$ cat src/rtl/regfile_mp.sv
// -----------------------------------------------------------------------------
// regfile_mp
// Multi-read-port register file. Each register has a scoreboard busy bit.
// Register 0 always reads as zero and is never busy. Indices at or above
// NUM_REGS are treated as non-existent: they read 0 and are never busy.
// Writes and busy-set requests that use such an index are dropped.
//
// Ports
//   clk           rising-edge clock
//   rst_n         asynchronous active-low reset; clears storage and busy bits
//   wr_en         write strobe
//   wr_reg        write index
//   wr_data       write data
//   rd_reg        packed read indices, port p at [p*AW +: AW]
//   rd_data       packed read data, port p at [p*XLEN +: XLEN] (combinational)
//   rd_busy       per-port busy flag of the addressed register (registered state)
//   busy_set_en   mark busy_set_reg as awaiting writeback
//   busy_set_reg  index to mark busy
//   busy_cnt      number of registers currently busy
// -----------------------------------------------------------------------------
module regfile_mp #(
    parameter  int XLEN         = 32,
    parameter  int NUM_REGS     = 32,
    parameter  int NUM_RD_PORTS = 2,
    parameter  int BYPASS       = 1,
    localparam int AW           = $clog2(NUM_REGS)
) (
    input  logic                         clk,
    input  logic                         rst_n,
    input  logic                         wr_en,
    input  logic [AW-1:0]                wr_reg,
    input  logic [XLEN-1:0]              wr_data,
    input  logic [NUM_RD_PORTS*AW-1:0]   rd_reg,
    output logic [NUM_RD_PORTS*XLEN-1:0] rd_data,
    output logic [NUM_RD_PORTS-1:0]      rd_busy,
    input  logic                         busy_set_en,
    input  logic [AW-1:0]                busy_set_reg,
    output logic [AW:0]                  busy_cnt
);

    localparam logic [AW:0] LP_NREGS = (AW+1)'(NUM_REGS);

    // Register 0 has no storage at all; it falls out of the read mux as zero.
    logic [XLEN-1:0]     r_mem [1:NUM_REGS-1];
    logic [NUM_REGS-1:1] r_busy;
    logic [AW:0]         r_busy_cnt;

    logic [NUM_REGS-1:1] w_busy_nxt;
    logic [AW:0]         w_busy_cnt_nxt;
    logic                w_wr_ok;
    logic                w_set_ok;
    logic                w_bypass_ok;
    logic [AW-1:0]       w_rd_idx;

    function automatic logic f_idx_valid(input logic [AW-1:0] idx);
        return (idx != '0) && ({1'b0, idx} < LP_NREGS);
    endfunction

    assign w_wr_ok     = wr_en && f_idx_valid(wr_reg);
    assign w_set_ok    = busy_set_en && f_idx_valid(busy_set_reg);
    // Forwarding is gated by rst_n so reads stay zero while reset is held,
    // even though wr_en may still be asserted by upstream logic.
    assign w_bypass_ok = (BYPASS != 0) && rst_n && w_wr_ok;

    // Next busy state: a write clears, a busy set applied afterwards wins
    // when both target the same register (the new producer owns it).
    always_comb begin
        w_busy_nxt     = r_busy;
        w_busy_cnt_nxt = '0;
        for (int r = 1; r < NUM_REGS; r++) begin
            if (w_wr_ok && (wr_reg == AW'(r))) begin
                w_busy_nxt[r] = 1'b0;
            end
            if (w_set_ok && (busy_set_reg == AW'(r))) begin
                w_busy_nxt[r] = 1'b1;
            end
            w_busy_cnt_nxt = w_busy_cnt_nxt + {{AW{1'b0}}, w_busy_nxt[r]};
        end
    end

    always_ff @(posedge clk or negedge rst_n) begin
        if (!rst_n) begin
            for (int r = 1; r < NUM_REGS; r++) begin
                r_mem[r] <= '0;
            end
            r_busy     <= '0;
            r_busy_cnt <= '0;
        end else begin
            for (int r = 1; r < NUM_REGS; r++) begin
                if (w_wr_ok && (wr_reg == AW'(r))) begin
                    r_mem[r] <= wr_data;
                end
            end
            r_busy     <= w_busy_nxt;
            r_busy_cnt <= w_busy_cnt_nxt;
        end
    end

    // Read mux: compare against each existing register rather than indexing,
    // so index 0 and out-of-range indices naturally produce zero.
    always_comb begin
        rd_data  = '0;
        rd_busy  = '0;
        w_rd_idx = '0;
        for (int p = 0; p < NUM_RD_PORTS; p++) begin
            w_rd_idx = rd_reg[p*AW +: AW];
            for (int r = 1; r < NUM_REGS; r++) begin
                if (w_rd_idx == AW'(r)) begin
                    rd_data[p*XLEN +: XLEN] = r_mem[r];
                    rd_busy[p]              = r_busy[r];
                end
            end
            if (w_bypass_ok && (w_rd_idx == wr_reg)) begin
                rd_data[p*XLEN +: XLEN] = wr_data;
            end
        end
    end

    assign busy_cnt = r_busy_cnt;

endmodule

$ cat config.mk
export PLATFORM = sky130hd
export DESIGN_NAME = regfile_mp
export DESIGN_NICKNAME = d
export VERILOG_FILES = /design/src/rtl/regfile_mp.sv
export SDC_FILE = /design/constraint.sdc
export NUM_CORES = 2
export LEC_CHECK = 0
export BUFFER_PORTS_ARGS = -buffer_cell sky130_fd_sc_hd__clkbuf_2
export CAP_MARGIN = 20
export CORE_ASPECT_RATIO = 1.75
export CORE_MARGIN = 2
export CORE_UTILIZATION = 33
export DETAILED_ROUTE_END_ITERATION = 10
export PLACE_DENSITY = 0.48
export SKIP_LAST_GASP = 1
export SLEW_MARGIN = 15
export SYNTH_ARGS = -nofsm -noshare
export SYNTH_HDL_FRONTEND = slang
export SYNTH_SLANG_ARGS = --single-unit
$ cat constraint.sdc
create_clock -name clk -period 6.05 [get_ports clk]
set_input_delay 1.21 -clock clk [delete_from_list [all_inputs] [get_ports clk]]
set_output_delay 1.21 -clock clk [all_outputs]
set_load 0.05 [all_outputs]
== After elaboration in Yosys (flattened, before gate mapping) ==
Index checks and enable logic that the tools add are counted.

* Register bits: 1029
* Bits in latches: 0
* RAM bits: 0
* Bits in read-only memories: 0
* Input bits: 56
* Output and inout bits: 72
* Logic and storage cells: 446
* Memories: 0

* $add $sub $neg: 30
* $mul: 0
* Divide/modulo/power cells: 0
* Order comparisons: 0
* Eq/ne operators: 126
* Shift operators: 0
* Multiplexer cells: 188
* Bitwise operators: 0
* Reductions and logical operators: 69

{| class="wikitable"
|+ Operators by type and width
! kind !! count
|-
| 32-bit two-way mux || 64
|-
| 5-bit equality test (second input constant) || 64
|-
| 5-bit by 4-bit equality test with 1-bit output (second input constant) || 32
|-
| 6-bit by 1-bit adder with 6-bit output || 25
|-
| 1-bit two-way mux || 124
|-
| 5-bit by 3-bit equality test with 1-bit output (second input constant) || 16
|-
| 1-bit logical AND || 67
|-
| 5-bit by 2-bit equality test with 1-bit output (second input constant) || 8
|-
| 5-bit by 1-bit equality test with 1-bit output (second input constant) || 4
|-
| 5-bit equality test || 2
|-
| 5-bit nonzero test || 2
|-
| 5-bit by 1-bit adder with 6-bit output || 1
|-
| 4-bit by 1-bit adder with 5-bit output || 1
|-
| 3-bit by 1-bit adder with 4-bit output || 1
|-
| 2-bit by 1-bit adder with 3-bit output || 1
|-
| 1-bit by 1-bit adder with 2-bit output || 1
|}

== Longest topological paths before layout ==
* Depth in word-level cells: 35
* Gate-level depth with buffers: 21
* Depth with buffers taken out: 19

== Worst setup path before layout ==
No wires, ideal clock.

* Path type: input to register
* From: input wr_reg[2]
* To: register r_busy_cnt[4], in the netlist busy_cnt[4]
* Library setup time: 0.080 ns
* Data arrival time: 6.920 ns
* Data required time: 5.970 ns
* Slack: -0.950 ns
* Stages: 19
* Buffers on the path: 3
* Path through: buf_2 > buf_2 > nand4_1 > nor3_1 > buf_2 > o32ai_1 > fa_1 > fa_1 > inv_1 > fa_1 > fa_1 > fa_1 > fa_1 > inv_1 > fa_1 > fa_1 > a21o_1 > a21oi_1 > xnor2_1

* Elaborated cells on any way between the ends: 156
* Classes of those cells: add/sub (30); eq/ne (31); mux (62); reduce/logical (33)

{| class="wikitable"
|+ RTL lines
! item !! RTL line !! RTL
|-
| start, declared || 31 || <nowiki>input logic [AW-1:0] wr_reg,</nowiki>
|-
| 5-bit nonzero test || 56 || <nowiki>return (idx != '0) && ({1'b0, idx} < LP_NREGS);</nowiki>
|-
| 1-bit logical AND || 59 || <nowiki>assign w_wr_ok = wr_en && f_idx_valid(wr_reg);</nowiki>
|-
| 1-bit logical AND (*) || 71 || <nowiki>if (w_wr_ok && (wr_reg == AW'(r))) begin</nowiki>
|-
| 1-bit two-way mux (*) || 71 ||
|-
| 1-bit two-way mux (*) || 74 || <nowiki>if (w_set_ok && (busy_set_reg == AW'(r))) begin</nowiki>
|-
| named net w_busy_nxt, one bit || 48 || <nowiki>logic [NUM_REGS-1:1] w_busy_nxt;</nowiki>
|-
| 6-bit by 1-bit adder with 6-bit output (*) (4 in series) || 77 || <nowiki>w_busy_cnt_nxt = w_busy_cnt_nxt + {{AW{1'b0}}, w_busy_nxt[r]};</nowiki>
|-
| named net w_busy_cnt_nxt[4] || 49 || <nowiki>logic [AW:0] w_busy_cnt_nxt;</nowiki>
|-
| end signal, assigned || 95 || <nowiki>r_busy_cnt <= w_busy_cnt_nxt;</nowiki>
|-
| end, declared || 46 || <nowiki>logic [AW:0] r_busy_cnt;</nowiki>
|}

The timed path passes the listed nets; every way through them passes the cells marked *.
A chain may end at the register's enable or synchronous reset.

== Worst setup path after layout ==
* From: input rd_reg[8]
* To: output rd_data[46]

* Word-level cells in the longest chain between the ends: 33
* Elaborated cells on any way between the ends: 65
* Classes of those cells: eq/ne (32); mux (32); reduce/logical (1)

{| class="wikitable"
|+ RTL lines
! item !! RTL line !! RTL
|-
| start, declared || 33 || <nowiki>input logic [NUM_RD_PORTS*AW-1:0] rd_reg,</nowiki>
|-
| 5-bit by 1-bit equality test with 1-bit output || 108 || <nowiki>if (w_rd_idx == AW'(r)) begin</nowiki>
|-
| 32-bit two-way mux (31 in series) || 108 ||
|-
| 32-bit two-way mux (*) || 113 || <nowiki>if (w_bypass_ok && (w_rd_idx == wr_reg)) begin</nowiki>
|-
| end, declared || 34 || <nowiki>output logic [NUM_RD_PORTS*XLEN-1:0] rd_data,</nowiki>
|}

Mark *: on every way between the ends. The rest lies on a longest branch, timed or not.

==> key figures <==
Timing
  – Worst Hold Slack: about 0.26 ns
  – FMAX: between 150 and 200 MHz
  – Worst-margin pin slew: 1.22 ns
  – Worst relative slew slack: 18.3%
  – Final Hold Vio Count: 0
  – Setup WS post-layout: -0.0626 ns
  – Fin crit share: 101%
  – Clock skew: around 0.023 ns
  – Slew Limit Fails: 0
  – Tmin final: roughly 6.1 ns
  – RSZ-0062 raised after global routing: no
  – Setup-failing EPs final: 4

Global routing
  – Met2 GRT Util: 57.0%
  – Met1 Resource Use GR: 33.5%
  – GR Util All Layers: around a third
  – Grt ovf: 0
  – M3 GR Usage: between 5 and 6%
  – Initial antenna violation count: 20
  – Global-route wire length before repair: about 430000 µm
  – Most Crowded Layer GR: met2
  – Vias in the first global route: around 55000
  – Largest net degree at the start of global routing: roughly 140

Worst setup path
  – Critical Path Start Type: input port
  – WP data required: 4.84 ns
  – Endpoint class of the critical path: output pin
  – CP Class: in -> out
  – Critical path data arrival time: between 4 and 5 ns
  – Crit Path Max Fanout: 12
  – Crit. Startpoint: rd_reg[8]
  – Crit path cell chain: clkbuf_2 -> and2b_2 -> nand2_1 -> buf_4 -> nor2_2 -> buf_4 -> a22oi_1 -> nand4_1 -> a211oi_1 -> buf_4 -> a21oi_1 -> clkbuf_2
  – Delay of the slowest cell on the worst path: about 0.60 ns
  – CP dominant cell by count: buf_4
  – Slowest CP cell: nor2_2
  – R2R Path Start: r_busy[26]

Finish
  – Non-filler instance count after layout: 8631
  – Area growth, synth to finish: 18.8%
  – Commonest non-fill, non-tap cell in the layout: dfrtp_1
  – Fin nets: roughly 6200
  – Commonest cells after routing, fill and taps aside: dfrtp_1 (1029), mux2_2 (936), buf_4 (556)
  – Layout cells sized above 1: 32.4%
  – Fin util: approximately two fifths

Floorplanning
  – CORE AREA: 0.180 mm²
  – Initial Util: around 33%
  – # rows: 206
  – Die height: 567 µm
  – Die W: ~330 µm
  – IO Count: roughly 130
  – Die Footprint: approximately 0.18 mm²

Logic synthesis
  – Number of synthesized flops with an enable pin: 0
  – Post-synth cell types: 92
  – Synth Area per Inst: between 10 and 15 µm²
  – Synth Flop Type: dfrtp_1
  – Sequential share of the synthesized area: between 40% and 50%
  – Async SR Flop Fraction: 100%
  – Cell Area, Synth: between 0.05 and 0.06 mm²
  – Yosys reg bits: just over 1000
  – YS warnings: 0
  – Post-Synthesis Cells: 5885
  – Syn Nets: around 6000

CTS
  – Reg clk slew, reported paths: 0.06 ns
  – H-tree levels: 3
  – Inserted Clock Buffers: roughly 110
  – CTS tree: done
  – Clk_lat worst skew: between 0.7 and 0.8 ns
  – Clock root cell: clkbuf_16
  – # clock sinks: 1029
  – Hold buffers post-CTS: 0
  – Bufs on Longest Clock Path: 3

Power and ir drop
  – Power per cell area: between 300 and 400 mW/mm²
  – P_leak: 30.8 nW
  – Worst ir drop on vdd: between 2000 and 2500 µV
  – Tot Pwr: approximately 25 mW

Run
  – Max cap viols: 0

Placed design
  – Routability cong.: between 0.9 and 1
  – # port buffers: 127
  – Setup WS pre-CTS: -0.673 ns
  – # placed instances: approximately 8400
  – Dpl hpwl: about 220000 µm

Detailed routing
  – DR pass1 iterations: 6
  – Mean number of vias per cell: about 6.3
  – Starting DRT DRC Count: 6070
  – Remaining DRCs: 0
  – Remaining antenna violation count: 0
  – Via count: 54400
  – WL final: slightly above 300000 µm
  – Routed WL per cell: approximately 36 µm

Status
  – Outcome: complete, but fails checks
  – Failing checks: negative setup slack

Hold path
  – Worst hold path class: in -> async
==> cell usage after synthesis, drive strengths merged (21+ instances only) <==
| cell type | instances | share of area [%] |
|---|---|---|
| a2111oi | 26 | 0.44 |
| a211o | 25 | 0.37 |
| a211oi | 120 | 1.5 |
| a21o | 30 | 0.38 |
| a21oi | 384 | 3.2 |
| a221oi | 67 | 0.98 |
| a222oi | 34 | 0.57 |
| a22o | 60 | 0.88 |
| a22oi | 156 | 2.0 |
| a31oi | 21 | 0.22 |
| a32oi | 27 | 0.40 |
| buf | 301 | 2.8 |
| clkbuf | 308 | 1.9 |
| dfrtp | 1029 | 43 |
| fa | 23 | 0.77 |
| inv | 86 | 0.54 |
| mux2 | 948 | 18 |
| mux2i | 185 | 3.1 |
| nand2 | 401 | 2.5 |
| nand2b | 49 | 0.53 |
| nand3 | 70 | 0.59 |
| nand3b | 26 | 0.33 |
| nand4 | 36 | 0.38 |
| nor2 | 325 | 2.1 |
| nor2b | 28 | 0.30 |
| nor3 | 59 | 0.51 |
| nor4b | 23 | 0.37 |
| o21ai | 528 | 4.4 |
| o221a | 24 | 0.45 |
| o221ai | 38 | 0.56 |
| o22ai | 182 | 1.9 |
| o311a | 26 | 0.44 |
| o31ai | 31 | 0.39 |
==> power breakdown <==
| group | total (mW) | internal, mW | leakage (nW) | switching [mW] |
|---|---|---|---|---|
| combinational | 7.75 | 3.63 | 15.7 | 4.12 |
| sequential | 9.60 | 8.32 | 13.1 | 1.29 |
| clock | 7.56 | 4.35 | 1.95 | 3.21 |
| total | 24.9 | 16.3 | 30.8 | 8.62 |
==> state kept, by name, indices dropped and copies added (netlist names) <==
register and cells:
r_busy 31, r_mem 992, busy_cnt 6
==> final cells by class <==
cell class	count	area, µm²
fill	17900	109000
multi-input combinational	4161	31200
sequential	1029	25700
timing repair buffer	748	6800
clock buffer	166	3370
tap	2392	2990
clock inverter	40	559
inverter	86	327
antenna	9	22.5
==> cell families after synthesis <==
group / count (synthesis) / synth area share, %
compound gates: 1878 / 20.5
xor+xnor: 13 / 0.190
fa+ha+maj: 30 / 0.917
buf+inv: 695 / 5.32
flops: 1029 / 43.1
mux: 1143 / 21.3
simple gates: 1097 / 8.65
==> metrics by stage <==
step / area (µm²) / setup TNS, ns
2_1_floorplan: 59900 / -1.58
3_3_place_gp: 66900 / -2.75
3_5_place_dp: 66900 / -2.90
4_1_cts: 70900 / 0
5_1_grt: 71000 / 0
6_report: 71000 / -0.181
==> timing repair <==
item / CTS / global route
buffers inserted: 0 / 1
setup endpoints to repair: 1 / 6
gates resized for setup: 1 / 13
==> per-layer routing <==
metal / share of wire (%) / wire [µm]
met1: 33 / 103000
met2: 50 / 156000
met3: 6.0 / 18600
met4: 11 / 34100
met5: 0.042 / 132
==> worst max-delay path: cells and delay by family <==
family,cells,cell delay [ns]
simple gates,4,1.53
buf+inv,5,1.44
compound gates,3,0.67
==> path summary, 6_finish.rpt <==
check | depth (start not counted) | endpoint | slack, ns
setup reg to reg | 15 | busy_cnt[4] | 0.80
hold reg to reg | 2 | r_mem[513] | 0.51
hold / removal | 1 | r_mem[190] | 0.26
min in group clk | 2 | r_mem[513] | 0.51
setup / recovery | 12 | rd_data[46] | -0.06
max in group asynchronous | 5 | r_mem[780] | 2.48
(Power assumes the default switching activity.)
